### src/rtl/ksa_pkg.sv
// Shared types and constants for the ARC4 key-scheduling engine.
// Holds the FSM state encoding and key-byte selection helper.
package ksa_pkg;

    localparam int MEM_DEPTH = 256;
    localparam int AW        = $clog2(MEM_DEPTH);
    localparam int KEY_BYTES = 3;

    typedef enum logic [2:0] {
        IDLE,
        RD_I,
        LT_I,
        RD_J,
        LT_J,
        WR_I,
        WR_J
    } state_t;

    // Key bytes are consumed most-significant first.
    function automatic logic [7:0] key_byte(
        input logic [23:0] k,
        input logic [1:0]  kidx
    );
        logic [7:0] kb;
        unique case (kidx)
            2'd0:    kb = k[23:16];
            2'd1:    kb = k[15:8];
            default: kb = k[7:0];
        endcase
        return kb;
    endfunction

endpackage

### src/rtl/ksa.sv
// ARC4 key-scheduling pass over the shared 256x8 S memory.
// Six-cycle read/read/write/write loop per index, single-port memory.
module ksa
    import ksa_pkg::*;
(
    input  logic        clk,
    input  logic        rst_n,
    input  logic        en,
    output logic        rdy,
    input  logic [23:0] key,
    output logic [7:0]  addr,
    input  logic [7:0]  rddata,
    output logic [7:0]  wrdata,
    output logic        wren
);

    localparam logic [AW-1:0] LAST_I = AW'(MEM_DEPTH - 1);

    state_t        state;
    state_t        state_n;
    logic [AW-1:0] i;
    logic [AW-1:0] j;
    logic [7:0]    si;
    logic [7:0]    sj;
    logic [1:0]    kidx;
    logic [23:0]   key_r;

    always_ff @(posedge clk) begin
        if (!rst_n) begin
            state <= IDLE;
            i     <= '0;
            j     <= '0;
            si    <= '0;
            sj    <= '0;
            kidx  <= '0;
            key_r <= '0;
        end else begin
            state <= state_n;
            unique case (state)
                IDLE: begin
                    if (en) begin
                        key_r <= key;
                        i     <= '0;
                        j     <= '0;
                        kidx  <= '0;
                    end
                end
                LT_I: begin
                    si <= rddata;
                    j  <= j + rddata + key_byte(key_r, kidx);
                end
                LT_J: begin
                    sj <= rddata;
                end
                WR_J: begin
                    if (i != LAST_I) begin
                        i <= i + AW'(1);
                        // mod-3 key index tracks i without a divider
                        kidx <= (kidx == 2'(KEY_BYTES - 1))
                              ? 2'd0 : kidx + 2'd1;
                    end
                end
                default: ;
            endcase
        end
    end

    always_comb begin
        state_n = state;
        rdy     = 1'b0;
        wren    = 1'b0;
        addr    = '0;
        wrdata  = '0;
        unique case (state)
            IDLE: begin
                rdy = 1'b1;
                if (en) state_n = RD_I;
            end
            RD_I: begin
                addr    = i;
                state_n = LT_I;
            end
            LT_I: begin
                addr    = i;
                state_n = RD_J;
            end
            RD_J: begin
                addr    = j;
                state_n = LT_J;
            end
            LT_J: begin
                addr    = j;
                state_n = WR_I;
            end
            WR_I: begin
                addr    = i;
                wrdata  = sj;
                wren    = 1'b1;
                state_n = WR_J;
            end
            WR_J: begin
                addr    = j;
                wrdata  = si;
                wren    = 1'b1;
                state_n = (i == LAST_I) ? IDLE : RD_I;
            end
            default: state_n = IDLE;
        endcase
    end

endmodule

### config.mk
export PLATFORM = sky130hd
export DESIGN_NAME = ksa
export DESIGN_NICKNAME = d
export VERILOG_FILES = /design/src/rtl/ksa_pkg.sv /design/src/rtl/ksa.sv
export SDC_FILE = /design/constraint.sdc
export NUM_CORES = 1
export LEC_CHECK = 0
export CAP_MARGIN = 10
export CORE_AREA = 4 4 84 86
export CTS_CLUSTER_SIZE = 20
export DETAILED_ROUTE_END_ITERATION = 10
export DIE_AREA = 0 0 88 90
export PLACE_DENSITY = 0.79
export SLEW_MARGIN = 20
export SYNTH_ARGS = -nofsm -noshare
export SYNTH_HDL_FRONTEND = slang
export SYNTH_SLANG_ARGS = --single-unit
### constraint.sdc
create_clock -name clk -period 3.6 [get_ports clk]
set_input_delay 0.54 -clock clk [delete_from_list [all_inputs] [get_ports clk]]
set_output_delay 0.54 -clock clk [all_outputs]
set_load 0.03 [all_outputs]
==> results summary <==
The leakage power of the design came out at 1.37 nW. Setup repair after global routing left no endpoint under its margin. Post-CTS timing repair inserted 0 buffers for setup. The residual antenna-violating net count after detailed routing is 0. The smallest clock period supported by the final layout is computed as ~3.2 ns. The H-tree was split into 3 levels. The maximum root-to-sink buffer count came out at 2. The fmax is 315 MHz.

The dominant synthesized flop cell is dfxtp_1. STA puts the critical path data required time at roughly 3 ns. Measured in cells, the most critical reg-to-reg path has a length of 11.

The cell count of the worst hold path is 2. The final weighted congestion in routability-driven placement is slightly below 0.9. In this run the critical register-to-register path is captured at j[7]. The post-synthesis cell area came out at 0.00332 mm2.

The worst setup path is launched from a flop. The tightest min-delay check is of the flop to flop type. The number of buffer cells added on primary ports came out at between 50 and 60. The number of distinct library cells after synthesis is 40. The fraction of layout cells with a size suffix above 1 came out at 0.0554. The total of max-cap violations came out at 0. The growth of design area from synthesis to finish is 21.4%. In this run, synthesis produced a sequential element count of slightly above 60. The die boundary width is roughly 88 um. The count of endpoints failing setup in the final report is 0. The flow ran to the end, and the final reports show no timing, DRC or antenna violations. After filler insertion, the fill cell instance count of the layout stands at 542. The internal power summed over all cells came out at between 1 and 1.5 mW. The post-placement cell count is roughly 500. For the pin with the worst max-slew slack, the measured transition is 1.01 ns.

The power per unit of standard cell area came out at around 400 mW/mm2. The synthesized area divided by synthesized cell count is about 8.5 um2. In this run, synthesis inferred 0 flip-flops with an integrated enable. The count of clock tree sinks is 61. For this run, design rule violations remaining after detail routing come to 0. The core region area came out at 0.00628 mm2.

The net switching power is between 0.4 and 0.5 mW. The worst clock skew is between 0.007 and 0.008 ns. The worst-path maximum fanout is 18.

The via count of the first global-routing pass was between 2,000 and 3,000. VDD sags by at most ~360 uV. Of the total power, registers draw 0.464. The starting utilization of the core area came out at 0.529.

By area the synthesized netlist is led by dfxtp_1 (37%), nand2_1 (8.8%), a21boi_1 (7.9%). The number of antenna violations at the first check in global routing came out at 0. The number of buffers created by CTS is 9.

The number of nets handed over by synthesis was between 400 and 500. Clock-pin slew was measured on the worst setup and hold paths at roughly 0.07 ns. The area occupied by registers is ~0.0012 mm2.

The share of the Yosys chip area taken by registers is 0.368. The critical path in this run is classified as flop to output port. The final-report max-slew violation count came to 0. The detailed placer's ending HPWL is 5430 um. The number of top-level pins is 53. The number of gates resized after CTS was 0.

The total number of yosys warnings came out at 0. In this run the critical register-to-register path is launched from kidx[0]. The cell accounting for the most synthesized area is dfxtp_1. The total routing usage reported by global routing is 0.204. The total power draw came out at approximately 1.6 mW. The number of rows in the core area is 29. The floorplan step set the die height to 90 um. Of the available clock period, the critical path in the final layout requires 0.881. The root buffer cell chosen for the clock tree is clkbuf_8. The violation count after the first detailed-routing iteration came out at between 150 and 200. The arrival time of data at the critical path endpoint is between 2 and 3 ns. In this run the worst setup path begins at state[0]. For hold timing, the worst endpoint is si[5]. The most common cell in the synthesized netlist is nand2_1.

The normalized max-slew margin came out at 0.325. The iteration count of the initial detailed-routing pass came out at 4. The clock network fraction of total power is 0.365.

The number of vias per cell after detailed routing came out at 5.48. The cell count after synthesis is just under 400. Sorting the synthesized cells by how often they occur yields nand2_1 (78), dfxtp_1 (61), a21boi_1 (35). The final net count is around 480. The endpoint kind of the worst setup timing path is an output port. The non-filler instance count after layout came out at 510.

The antenna diode instance count came out at 0. The combinational fraction of design power is 0.171. The area enclosed by the die boundary is 0.00792 mm2. The total wire length is 7640 um. At the later pin of the worst-skew pair, clock insertion delay measures roughly 0.33 ns. The post-route setup TNS came out at 0 ns.

The final global-route overflow total came out at 0. The largest net degree at the start of global routing is 38. For this run, asynchronously set or reset flops after synthesis account for 0.

In this run the most critical hold path is launched from si[5]. In the final routed layout, each cell accounts on average for 15.0 um. The via count came out at between 2,000 and 3,000. The number of hold buffers added after CTS was 0. The register-to-register setup slack came out at about 0.64 ns. The hold violation total from the final report is 0. The fraction of power spent switching nets is 0.265. TritonCTS built the clock tree. The first global-routing pass estimated around 13,000 um of wire.

The multi-input gate area in the final layout is roughly 0.0019 mm2. The utilization after layout is 0.642. The portion of synthesized cell area occupied by the leading cell type came out at 0.368.
[routing by layer]
metal	share of wire	vias up	routed length, um	GRT usage
li1	-	1402	-	-
met1	0.42	1306	3190	0.263
met2	0.50	74	3830	0.329
met3	0.063	12	483	0.0375
met4	0.017	0	131	0.0908
met5	0	-	0	0
[power groups by stage]
stage	Clock [mW]	Sequential [mW]	Combinational (mW)
floorplan	0	0.741	0.195
global placement	0	0.754	0.264
detailed placement	0	0.756	0.270
CTS	0.596	0.741	0.275
global route	0.621	0.746	0.307
finish	0.584	0.742	0.273
[flip-flops by register name (all words and copies together) (netlist names)]
register / cells
j: 8
kidx: 2
sj: 8
si: 8
state: 3
key_r: 24
i: 8
[final cells by class]
type,instances,share of cell area
well taps,77,0.0239
clock buffers,15,0.0487
repair buffers,56,0.137
flip-flops and latches,61,0.303
multi-input cells,288,0.476
inverters,13,0.0121
[logic make-up (layout without fill, tap and decap cells)]
group / count (synthesis) / after routing / synth area share
and+or+nand+nor: 143 / 143 / 0.200
AOI/OAI and AO/OA: 97 / 97 / 0.207
DFF: 61 / 61 / 0.368
buffers and inverters: 41 / 84 / 0.0546
muxes: 24 / 24 / 0.0723
adders and majority gates: 15 / 15 / 0.0746
xor gates and xnor gates: 9 / 9 / 0.0237
[worst max-delay path by stage]
stage | end | slack, ns | depth (start not counted)
finish | addr[2] | 0.43 | 6
global route | wrdata[0] | 0.26 | 6
CTS | addr[2] | 0.42 | 6
detailed placement | j[7] | 0.61 | 10
global placement | j[7] | 0.67 | 10
floorplan | j[7] | 0.79 | 12
[cells in the final DEF (no fill, tap or decap), types with 8 or more instances in the layout]
cell / Yosys / routed
nand3_1: 11 / 11
dfxtp_1: 61 / 61
a21boi_1: 35 / 35
mux2i_1: 24 / 24
nor2b_1: 23 / 23
clkbuf_8: 0 / 14
fa_1: 8 / 8
clkdlybuf4s50_1: 0 / 52
nand2_1: 78 / 78
a22oi_1: 17 / 17
inv_1: 13 / 13
o21ai_1: 18 / 18
nor2_1: 11 / 11
[worst max-delay path: stages (launching register included)]
cell	delay (ns)
dfxtp_1	0.72
inv_1	0.17
nor2_1	0.14
buf_4	0.25
a22oi_1	0.12
o21ai_0	0.16
clkdlybuf4s50_1	0.74
[metrics by stage]
stage | worst slack, ns | hold slack, ns | cell area (um2)
3_3_place_gp | 0.668 | 0.443 | 3840
2_1_floorplan | 0.786 | 0.434 | 3320
3_5_place_dp | 0.611 | 0.445 | 3840
6_report | 0.427 | 0.454 | 4030
4_1_cts | 0.423 | 0.454 | 4030
5_1_grt | 0.261 | 0.474 | 4030
Power figures use the tool's default switching activity.
==> patch: new RTL, same settings <==
Make the reset (`rst_n`) asynchronous in one clocked block.
--- a/src/rtl/ksa.sv
+++ b/src/rtl/ksa.sv
@@ -27,3 +27,3 @@
 
-    always_ff @(posedge clk) begin
+    always_ff @(posedge clk or negedge rst_n) begin
         if (!rst_n) begin
Behaviour: differs if rst_n is asserted again (counterexample within 4 cycles, from zero or initial values and one cycle with rst_n low); with rst_n held inactive, the same outputs for 10 cycles.
==> patch against the unedited design <==
- wire length is 2.4% lower
- sequential share of layout area is 7.2 points higher
- first-iteration DRC count is 32% higher
- design area is 1.1% higher
- setup slack worse by 0.023 ns
- critical path type unchanged
- area after synthesis is 0.23% higher
- highest routed layer unchanged
- sequential cell count stayed put
Power is not compared: it rests on default switching activity, and its combinational part moved more than twofold at a synthesized area within 25%.
==> patch: results <==
[drt]
total_met3_wirelength_after_detailed_routing_um = 357
detail_route.iter0.violations = 216
routed-wl-met2_mm = 3.600
post_drt_wl_per_cell_um = 15.12
route.detailed.vias_per_inst = 5.523
routed_wl_mm = 7.455

[yosys]
post_synth.cell_area_avg_sq_um = 9.047
synth_xor_xnor_area_share_pct = 2.368
yosys.area_share.adder_pct = 7.441
dominantRegCellSynth = sky130_fd_sc_hd__dfrtp_1
synth_sequential_area_ratio_pct = 45.85
synth_cell_types = 36
synth_nets = 418
post_synth_main_area_contributors = sky130_fd_sc_hd__dfrtp_1, sky130_fd_sc_hd__nand2_1, sky130_fd_sc_hd__mux2i_1
synthesized_area_fraction_occupied_by_ao_oa_aoi_and_oai_cells_pct = 10.86
asyncSetResetFlopFracSynth_pct = 100.0

[worst_hold_path]
timing.hold.worst.class = input port to async pin

[sta]
slew_headroom_pct = 46.05
fin_worst_hold_slack_ns = 0.1959
setup_clock_skew_after_layout_ns = 0.004610

[placed_design]
dpl_cell_area_sq_um = 3876
numPlacedInstances = 478
dp_hpwl_mm = 5.343

[grt]
wire_length_of_the_first_global_routing_pass_mm = 12.72
met2_usage_pct = 33.04
gr-usage-met3_pct = 5.210
grt.total_usage_pct = 20.41
grt_pass1_vias = 2709

[worst_setup_path]
timing.critical_path.to = wrdata[4]
cp_max_fo = 11
timing.critical_path.from = state[1]$_DFFE_PN0P_
reg2reg_setup_slack_ns = 0.62
worstPathArrival_ns = 2.66
timing.rr.start = kidx[0]$_DFFE_PN0P_
critPathMaxStageDelay_ns = 0.69

[run_status]
status = completed

[layout]
drive_above_1_share_pct = 7.212
multi_input_comb_area_sq_um = 1678
==> patch: changes by cell type after synthesis, sizes merged, moves of 3 or more <==
cell	unedited run	this run
nor2b	23	13
o21ai	23	26
mux2i	24	17
dfrtp	0	61
dfxtp	61	0
and2	6	1
a21boi	35	0
mux2	0	8
nand2	79	117
inv	13	6
clkbuf	21	18
==> patch: cell type report <==
| type | count | area share (%) |
|---|---|---|
| clock buffers | 11 | 3.713 |
| clock inverters | 4 | 1.166 |
| inverters | 6 | 0.5523 |
| multi-input cells | 277 | 41.15 |
| flip-flops and latches | 61 | 37.43 |
| well taps | 77 | 2.363 |
| repair buffers | 57 | 13.62 |
==> patch: logic make-up (layout without fill, tap and decap cells) <==
| kind of cell | count (synthesis) | after routing |
|---|---|---|
| compound gates | 58 | 58 |
| xor+xnor | 9 | 9 |
| fa+ha+maj | 15 | 15 |
| buf+inv | 30 | 78 |
| flops | 61 | 61 |
| mux | 25 | 25 |
| simple gates | 170 | 170 |
